File: src/rtl/ddr_test_burst_ctrl_if.sv
`default_nettype none
// ============================================================================
// Module      : ddr_test_burst_ctrl_if
// Description : AXI write/read channel bundle between the DDR self-test
//               burst sequencer (master) and the DDR controller port (slave).
// Revision    : 1.0 - initial release
// ============================================================================
interface ddr_test_burst_ctrl_if;
   logic [31:0] AwAddr;
   logic        AwValid;
   logic        AwReady;
   logic [7:0]  AwLen;
   logic        WValid;
   logic        WReady;
   logic        WLast;
   logic        BValid;
   logic [1:0]  BResp;
   logic        BReady;
   logic [31:0] ArAddr;
   logic        ArValid;
   logic        ArReady;
   logic [7:0]  ArLen;
   logic        RValid;
   logic        RLast;
   logic [1:0]  RResp;
   logic        RReady;

   modport master (
      output AwAddr, AwValid, AwLen,
      output WValid, WLast,
      output BReady,
      output ArAddr, ArValid, ArLen,
      output RReady,
      input  AwReady, WReady, BValid, BResp, ArReady, RValid, RLast, RResp
   );

   modport slave (
      input  AwAddr, AwValid, AwLen,
      input  WValid, WLast,
      input  BReady,
      input  ArAddr, ArValid, ArLen,
      input  RReady,
      output AwReady, WReady, BValid, BResp, ArReady, RValid, RLast, RResp
   );
endinterface
`default_nettype wire

File: src/rtl/ddr_test_burst_ctrl.sv
`default_nettype none
// ============================================================================
// Module      : ddr_test_burst_ctrl
// Description : AXI master sequencer for the DDR write/read-back self-test.
//               Writes INCR bursts over the test window, reads each one back
//               and feeds the pattern generator and read checker.
//               Define DDR_TEST_LOOP_EN for continuous soak passes.
// Revision    : 1.0 - initial release
// ============================================================================
module ddr_test_burst_ctrl #(
   parameter int          AXI_DATA_WIDTH = 256,
   parameter int          BURST_LEN      = 16,
   parameter logic [31:0] ADDR_BASE      = 32'h0000_0000,
   parameter logic [31:0] ADDR_RANGE     = 32'h0010_0000,
   parameter int          TIMEOUT_WIDTH  = 16
) (
   input  logic                  SysClk,
   input  logic                  SysRst,
   input  logic                  TestStart,
   ddr_test_burst_ctrl_if.master axi,
   output logic [31:0]           WrAddrOut,
   output logic                  WrStartEn,
   output logic                  WriteEn,
   output logic [31:0]           RdAddrOut,
   output logic                  RdDataEn,
   output logic                  TestBusy,
   output logic                  TestDone,
   output logic                  TestFail,
   output logic [15:0]           PassCnt
);

   localparam logic [31:0] c_abn      = 32'(AXI_DATA_WIDTH / 8);
   localparam logic [31:0] c_stride   = 32'((AXI_DATA_WIDTH / 8) * BURST_LEN);
   localparam logic [31:0] c_endAddr  = ADDR_BASE + ADDR_RANGE;
   localparam logic [7:0]  c_axLen    = 8'(BURST_LEN - 1);
   localparam logic [7:0]  c_lastBeat = 8'(BURST_LEN - 1);

   typedef enum logic [3:0] {
      ST_IDLE = 4'd0,
      ST_AW   = 4'd1,
      ST_W    = 4'd2,
      ST_B    = 4'd3,
      ST_AR   = 4'd4,
      ST_R    = 4'd5,
      ST_NEXT = 4'd6,
      ST_DONE = 4'd7,
      ST_FAIL = 4'd8
   } state_t;

   state_t                   r_state;
   state_t                   w_nextState;
   logic [31:0]              r_burstAddr;
   logic [31:0]              r_rdAddr;
   logic [7:0]               r_beatCnt;
   logic [TIMEOUT_WIDTH-1:0] r_wdCnt;
   logic                     r_wrStart;
   logic [15:0]              r_passCnt;

   logic                     w_awValid;
   logic                     w_wValid;
   logic                     w_wLast;
   logic                     w_bReady;
   logic                     w_arValid;
   logic                     w_rdDataEn;
   logic                     w_active;
   logic                     w_idleLike;
   logic                     w_handshake;
   logic                     w_wdExpired;
   logic [31:0]              w_nextAddr;
   logic                     w_windowEnd;

`ifdef DDR_TEST_LOOP_EN
   logic                     r_donePulse;
`endif

   assign w_nextAddr  = r_burstAddr + c_stride;
   assign w_windowEnd = (w_nextAddr == c_endAddr);

   always_comb begin
      w_nextState = r_state;
      w_awValid   = 1'b0;
      w_wValid    = 1'b0;
      w_wLast     = 1'b0;
      w_bReady    = 1'b0;
      w_arValid   = 1'b0;
      w_rdDataEn  = 1'b0;
      w_active    = 1'b0;
      w_idleLike  = 1'b0;
      w_handshake = 1'b0;
      w_wdExpired = 1'b0;

      case (r_state)
         ST_AW: begin
            w_awValid   = 1'b1;
            w_active    = 1'b1;
            w_handshake = axi.AwReady;
         end
         ST_W: begin
            w_wValid    = 1'b1;
            w_wLast     = (r_beatCnt == c_lastBeat);
            w_active    = 1'b1;
            w_handshake = axi.WReady;
         end
         ST_B: begin
            w_bReady    = 1'b1;
            w_active    = 1'b1;
            w_handshake = axi.BValid;
         end
         ST_AR: begin
            w_arValid   = 1'b1;
            w_active    = 1'b1;
            w_handshake = axi.ArReady;
         end
         ST_R: begin
            w_rdDataEn  = axi.RValid;
            w_active    = 1'b1;
            w_handshake = axi.RValid;
         end
         ST_IDLE, ST_DONE, ST_FAIL: begin
            w_idleLike  = 1'b1;
         end
         default: begin
         end
      endcase

      w_wdExpired = w_active & (&r_wdCnt) & ~w_handshake;

      case (r_state)
         ST_IDLE, ST_DONE, ST_FAIL: begin
            if (TestStart) begin
               w_nextState = ST_AW;
            end
         end
         ST_AW: begin
            if (axi.AwReady) begin
               w_nextState = ST_W;
            end
         end
         ST_W: begin
            if (axi.WReady && w_wLast) begin
               w_nextState = ST_B;
            end
         end
         ST_B: begin
            if (axi.BValid) begin
               w_nextState = (axi.BResp != 2'b00) ? ST_FAIL : ST_AR;
            end
         end
         ST_AR: begin
            if (axi.ArReady) begin
               w_nextState = ST_R;
            end
         end
         ST_R: begin
            if (axi.RValid) begin
               if ((axi.RResp != 2'b00) || (axi.RLast && (r_beatCnt != c_lastBeat))) begin
                  w_nextState = ST_FAIL;
               end else if (axi.RLast) begin
                  w_nextState = ST_NEXT;
               end
            end
         end
         ST_NEXT: begin
`ifdef DDR_TEST_LOOP_EN
            w_nextState = ST_AW;
`else
            w_nextState = w_windowEnd ? ST_DONE : ST_AW;
`endif
         end
         default: begin
            w_nextState = ST_IDLE;
         end
      endcase

      if (w_wdExpired) begin
         w_nextState = ST_FAIL;
      end
   end

   always_ff @(posedge SysClk) begin
      if (SysRst) begin
         r_state     <= ST_IDLE;
         r_burstAddr <= ADDR_BASE;
         r_rdAddr    <= ADDR_BASE;
         r_beatCnt   <= 8'd0;
         r_wdCnt     <= '0;
         r_wrStart   <= 1'b0;
         r_passCnt   <= 16'd0;
`ifdef DDR_TEST_LOOP_EN
         r_donePulse <= 1'b0;
`endif
      end else begin
         r_state <= w_nextState;

         // Pattern load strobe lines up with the first cycle spent in AW.
         r_wrStart <= (w_nextState == ST_AW) && (r_state != ST_AW);

         if (!w_active || w_handshake || (w_nextState != r_state)) begin
            r_wdCnt <= '0;
         end else begin
            r_wdCnt <= r_wdCnt + TIMEOUT_WIDTH'(1);
         end

         if (r_state == ST_W) begin
            if (axi.WReady) begin
               r_beatCnt <= r_beatCnt + 8'd1;
            end
         end else if (r_state == ST_R) begin
            if (axi.RValid) begin
               r_beatCnt <= r_beatCnt + 8'd1;
            end
         end else begin
            r_beatCnt <= 8'd0;
         end

         if (r_state == ST_R) begin
            if (axi.RValid) begin
               r_rdAddr <= r_rdAddr + c_abn;
            end
         end else begin
            r_rdAddr <= r_burstAddr;
         end

         if (w_idleLike && TestStart) begin
            r_burstAddr <= ADDR_BASE;
         end else if (r_state == ST_NEXT) begin
            r_burstAddr <= w_windowEnd ? ADDR_BASE : w_nextAddr;
         end

         if ((r_state == ST_NEXT) && w_windowEnd && (r_passCnt != 16'hFFFF)) begin
            r_passCnt <= r_passCnt + 16'd1;
         end

`ifdef DDR_TEST_LOOP_EN
         r_donePulse <= (r_state == ST_NEXT) && w_windowEnd;
`endif
      end
   end

   assign axi.AwAddr  = r_burstAddr;
   assign axi.AwValid = w_awValid;
   assign axi.AwLen   = c_axLen;
   assign axi.WValid  = w_wValid;
   assign axi.WLast   = w_wLast;
   assign axi.BReady  = w_bReady;
   assign axi.ArAddr  = r_burstAddr;
   assign axi.ArValid = w_arValid;
   assign axi.ArLen   = c_axLen;
   assign axi.RReady  = 1'b1;

   assign WrAddrOut = r_burstAddr;
   assign WrStartEn = r_wrStart;
   assign WriteEn   = w_wValid & axi.WReady;
   assign RdAddrOut = r_rdAddr;
   assign RdDataEn  = w_rdDataEn;
   assign TestBusy  = w_active | (r_state == ST_NEXT);
   assign TestFail  = (r_state == ST_FAIL);
   assign PassCnt   = r_passCnt;

`ifdef DDR_TEST_LOOP_EN
   assign TestDone  = r_donePulse;
`else
   assign TestDone  = (r_state == ST_DONE);
`endif

endmodule
`default_nettype wire

File: src/flat_wrapper.sv
// flat-port wrapper written by rule: the top's interface ports become plain ports
module ddr_test_burst_ctrl_flat 
#(
   parameter int          AXI_DATA_WIDTH = 256,
   parameter int          BURST_LEN      = 16,
   parameter logic [31:0] ADDR_BASE      = 32'h0000_0000,
   parameter logic [31:0] ADDR_RANGE     = 32'h0010_0000,
   parameter int          TIMEOUT_WIDTH  = 16
)
  (SysClk, SysRst, TestStart, WrAddrOut, WrStartEn, WriteEn, RdAddrOut, RdDataEn, TestBusy, TestDone, TestFail, PassCnt, axi_AwAddr, axi_AwValid, axi_AwLen, axi_WValid, axi_WLast, axi_BReady, axi_ArAddr, axi_ArValid, axi_ArLen, axi_RReady, axi_AwReady, axi_WReady, axi_BValid, axi_BResp, axi_ArReady, axi_RValid, axi_RLast, axi_RResp);
  ddr_test_burst_ctrl_if axi_i ();
  input  logic SysClk;
  input  logic SysRst;
  input  logic TestStart;
  output logic [31:0] WrAddrOut;
  output logic WrStartEn;
  output logic WriteEn;
  output logic [31:0] RdAddrOut;
  output logic RdDataEn;
  output logic TestBusy;
  output logic TestDone;
  output logic TestFail;
  output logic [15:0] PassCnt;
  output wire logic [$bits(axi_i.AwAddr)-1:0] axi_AwAddr;
  output wire logic [$bits(axi_i.AwValid)-1:0] axi_AwValid;
  output wire logic [$bits(axi_i.AwLen)-1:0] axi_AwLen;
  output wire logic [$bits(axi_i.WValid)-1:0] axi_WValid;
  output wire logic [$bits(axi_i.WLast)-1:0] axi_WLast;
  output wire logic [$bits(axi_i.BReady)-1:0] axi_BReady;
  output wire logic [$bits(axi_i.ArAddr)-1:0] axi_ArAddr;
  output wire logic [$bits(axi_i.ArValid)-1:0] axi_ArValid;
  output wire logic [$bits(axi_i.ArLen)-1:0] axi_ArLen;
  output wire logic [$bits(axi_i.RReady)-1:0] axi_RReady;
  input wire logic [$bits(axi_i.AwReady)-1:0] axi_AwReady;
  input wire logic [$bits(axi_i.WReady)-1:0] axi_WReady;
  input wire logic [$bits(axi_i.BValid)-1:0] axi_BValid;
  input wire logic [$bits(axi_i.BResp)-1:0] axi_BResp;
  input wire logic [$bits(axi_i.ArReady)-1:0] axi_ArReady;
  input wire logic [$bits(axi_i.RValid)-1:0] axi_RValid;
  input wire logic [$bits(axi_i.RLast)-1:0] axi_RLast;
  input wire logic [$bits(axi_i.RResp)-1:0] axi_RResp;
  assign axi_AwAddr = axi_i.AwAddr;
  assign axi_AwValid = axi_i.AwValid;
  assign axi_AwLen = axi_i.AwLen;
  assign axi_WValid = axi_i.WValid;
  assign axi_WLast = axi_i.WLast;
  assign axi_BReady = axi_i.BReady;
  assign axi_ArAddr = axi_i.ArAddr;
  assign axi_ArValid = axi_i.ArValid;
  assign axi_ArLen = axi_i.ArLen;
  assign axi_RReady = axi_i.RReady;
  assign axi_i.AwReady = axi_AwReady;
  assign axi_i.WReady = axi_WReady;
  assign axi_i.BValid = axi_BValid;
  assign axi_i.BResp = axi_BResp;
  assign axi_i.ArReady = axi_ArReady;
  assign axi_i.RValid = axi_RValid;
  assign axi_i.RLast = axi_RLast;
  assign axi_i.RResp = axi_RResp;
  ddr_test_burst_ctrl #(.AXI_DATA_WIDTH(AXI_DATA_WIDTH), .BURST_LEN(BURST_LEN), .ADDR_BASE(ADDR_BASE), .ADDR_RANGE(ADDR_RANGE), .TIMEOUT_WIDTH(TIMEOUT_WIDTH)) u_core (.SysClk(SysClk), .SysRst(SysRst), .TestStart(TestStart), .axi(axi_i), .WrAddrOut(WrAddrOut), .WrStartEn(WrStartEn), .WriteEn(WriteEn), .RdAddrOut(RdAddrOut), .RdDataEn(RdDataEn), .TestBusy(TestBusy), .TestDone(TestDone), .TestFail(TestFail), .PassCnt(PassCnt));
endmodule
File: config.mk
export PLATFORM = sky130hd
export DESIGN_NAME = ddr_test_burst_ctrl_flat
export DESIGN_NICKNAME = d
export VERILOG_FILES = /design/src/rtl/ddr_test_burst_ctrl_if.sv /design/src/rtl/ddr_test_burst_ctrl.sv /design/src/flat_wrapper.sv
export SDC_FILE = /design/constraint.sdc
export NUM_CORES = 1
export LEC_CHECK = 0
export BUFFER_PORTS_ARGS = -buffer_cell sky130_fd_sc_hd__buf_2
export CORE_MARGIN = 3
export CORE_UTILIZATION = 40
export CTS_CLUSTER_DIAMETER = 150
export DETAILED_ROUTE_END_ITERATION = 10
export PLACE_DENSITY_LB_ADDON = 0.05
export SYNTH_ARGS = -nofsm -noshare
export SYNTH_HDL_FRONTEND = slang
export SYNTH_SLANG_ARGS = --single-unit
File: constraint.sdc
create_clock -name SysClk -period 3.99 [get_ports SysClk]
set_input_delay 0.1995 -clock SysClk [delete_from_list [all_inputs] [get_ports SysClk]]
set_output_delay 0.1995 -clock SysClk [all_outputs]
set_load 0.05 [all_outputs]
==> impl_results.md <==
- RSZ-0062 raised after global routing: false
- DIE HEIGHT: about 130 microns
- Final nets: about 820
- Synthesized area: slightly below 6000 sq um
- F_max: between 0.2 and 0.3 GHz
- Hold Path Class: primary input to flip-flop
- Fin util: ~45%
- GRT busiest layer: met2
- Initial Util: between 40% and 50%
- Total track usage: a little under a fifth
- DRT iter0 DRCs: about 430
- Leakage: approximately 2.6 nW
- Cell Chain, Critical Path: ha_1 > nand3_1 > or4_1 > o21ai_1 > o2111ai_1 > or4_1 > buf_4 > nor4_1 > mux2_2
- Die X: around 130 microns
- Die area: between 15,000 and 20,000 sq um
- DRT Wirelength: ~15,000 microns
- DP HPWL: roughly 11,000 microns
- # IOs: roughly 190
- Largest net degree at the start of global routing: 51
- Maximum vdd ir drop: around 0.18 mV
- TritonRoute pass-1 iters: 5
- # setup viols final: 0
- Final Cycle Share: between 80% and 90%
- Worst endpoint data arrival time: 3.80 ns
- Post-CTS sizing: 0
- Worst stage delay on the critical path: around 0.55 ns
- Final hold viol count: 0
- Netlist cell types: about 60
- GRT overflow: 0
- Area grow syn2layout: 9.103%
- Critical path fanouts, max: 34
- Routability cong.: 0.8997
- Hold slack: 0.2983 ns
- Routed vias: around 5,300
- Rel. slew slack: approximately three fifths
- Outcome: completed
- DR WL/cell: ~16 microns
- Crit path launch type: flip-flop
- Dpl ws: 0.4563 ns
- Initial antenna violation count: 0
- Setup CP Type: flip-flop to flip-flop
- H-tree depth: 3
- Worst setup EP type: flip-flop
- First-pass GRT wire length: 24,860 microns
- Post-DRT Antenna Nets: 0
- Worst Setup Slack, final: 0.4263 ns
- Synth Instances: approximately 740
- Power Dens Cells: 311.6 nW/um^2
- Cts hold-fix bufs: 0
- Grt met2 use: between 20 and 30%
- Ys Warns: 0
- Number of setup buffers added after CTS: 0
- Longest Clk Path Bufs: 2
- CP Data Required Time: 4.23 ns
- CTS Sinks: between 90 and 100
- Root Buffer: clkbuf_16
- Max-cap viol count: 0
- Sequential cell area fraction in the yosys report: about a third
- # diodes: 0
- Post-DP Area: between 6000 and 7000 sq um
- Worst skew pair latency: around 0.35 ns
- R2r setup slk: about 0.43 ns
- Post-synth EDFFs: 0
- Max Slew Vio Count: 0
- Post-synth ARST share: 0%
- Commonest cells after routing, fill and taps aside: buf_2 (140), dfxtp_1 (96), nor2_1 (92)
- Row cnt: 43
- Vias in the first global route: between 4,000 and 5,000
- Met3 usage: 4.933%
- DRC: 0
- CP max-delay cell: or4_1
- Num CTS Buffers: 9
- GR met1 Demand/Resource: 26.66%
- Post-Syn Area per Cell: a little under 8 sq um
- Design Area, Final: 6389 sq um
- Via density: 5.328
- Setup TNS: 0 ns
- Worst-path clk slew: 0.06 ns
- Clock skew: between 0.01 and 0.015 ns
- Final min period: roughly 3.6 ns
- CTS tree: done
- Post-synth top flop: dfxtp_1
- Fraction of layout cells with a size suffix above 1: 21.09%
- Worst slew pin tran: a little under 0.6 ns
- Yosys reg bits: 96
- Core Region: ~14,000 sq um
- Most common cell after layout, fill and taps aside: buf_2
- Number of port buffers: 140
- Most frequent CP cell: or4_1
==> layer usage <==
metal	vias up	wire length, microns
met4	0	209
met5	-	0
met2	196	6738
met3	19	1052
met1	2455	7425
li1	2583	-
==> flip-flops by register name (all words and copies together), names as in the netlist <==
register,count
u_core.RdAddrOut,28
u_core.WrAddrOut,23
u_core.PassCnt,16
u_core.r_wdCnt,16
u_core.r_beatCnt,8
u_core.r_state,4
u_core.WrStartEn,1
==> power breakdown <==
part           switching (mW)  total [mW]  internal [mW]  leakage [nW]
clock                   0.357       0.829          0.471         0.130
combinational           0.164       0.192         0.0281          1.72
sequential            0.00720       0.970          0.963         0.773
==> path summary, 6_finish.rpt <==
kind,end,start,depth (start not counted)
setup reg to reg,u_core.PassCnt[12],u_core.WrAddrOut[10],9
hold / removal,u_core.r_state[3],axi_RResp[1],4
hold reg to reg,u_core.r_wdCnt[0],u_core.r_wdCnt[0],1
setup / recovery,u_core.PassCnt[12],u_core.WrAddrOut[10],9
==> cell usage after synthesis (all sizes together) (3+ instances only) <==
library cell / instances / area [sq um]
or2: 4 / 25.02
nor2: 93 / 349.1
nand4: 25 / 162.6
a211oi: 18 / 135.1
xnor2: 26 / 227.7
ha: 5 / 62.56
mux2: 4 / 45.04
nand2b: 3 / 18.77
clkbuf: 31 / 116.4
o31ai: 9 / 67.56
a311oi: 9 / 78.83
dfxtp: 96 / 1922
nor4: 9 / 56.30
inv: 13 / 48.80
or4: 11 / 82.58
xor2: 37 / 324.1
and3: 20 / 125.1
and4: 6 / 52.55
buf: 105 / 773.2
o22ai: 3 / 18.77
nand2: 51 / 191.4
a21oi: 21 / 105.1
mux2i: 3 / 30.03
and2: 8 / 50.05
o21ai: 29 / 145.1
nor3: 16 / 80.08
nand3: 30 / 150.1
or3: 13 / 81.33
nor2b: 6 / 37.54
a31oi: 4 / 25.02
==> final cells by class <==
class | count | area [sq um]
Clock buffer | 10 | 229.0
Clock inverter | 2 | 35.03
Fill cell | 1444 | 7707
Inverter | 13 | 48.80
Multi-Input combinational cell | 536 | 3161
Sequential cell | 96 | 1922
Tap cell | 180 | 225.2
Timing Repair Buffer | 149 | 768.2
==> critical path: cells and delay by family (launching register included) <==
family                     cells  cell delay [ns]
buffers and inverters          1             0.25
adders and majority gates      1             0.36
DFF                            1             0.54
AOI/OAI and AO/OA              2             0.24
and+or+nand+nor                4             1.67
muxes                          1             0.37
==> through the flow <==
step	std cells	power, mW
after global placement	974	1.182
after detailed placement	974	1.182
after floorplan	781	1.181
final	986	1.991
after CTS	986	2.020
after global routing	986	2.071
==> cell families after synthesis <==
kind of cell | count (synthesis) | synth area share, %
buffers and inverters | 149 | 16.03
and+or+nand+nor | 301 | 25.92
AOI/OAI and AO/OA | 116 | 13.33
xor gates and xnor gates | 63 | 9.423
muxes | 7 | 1.282
other | 2 | 0.1283
adders and majority gates | 5 | 1.068
DFF | 96 | 32.82
No activity file was read; power rests on OpenSTA's default activity.
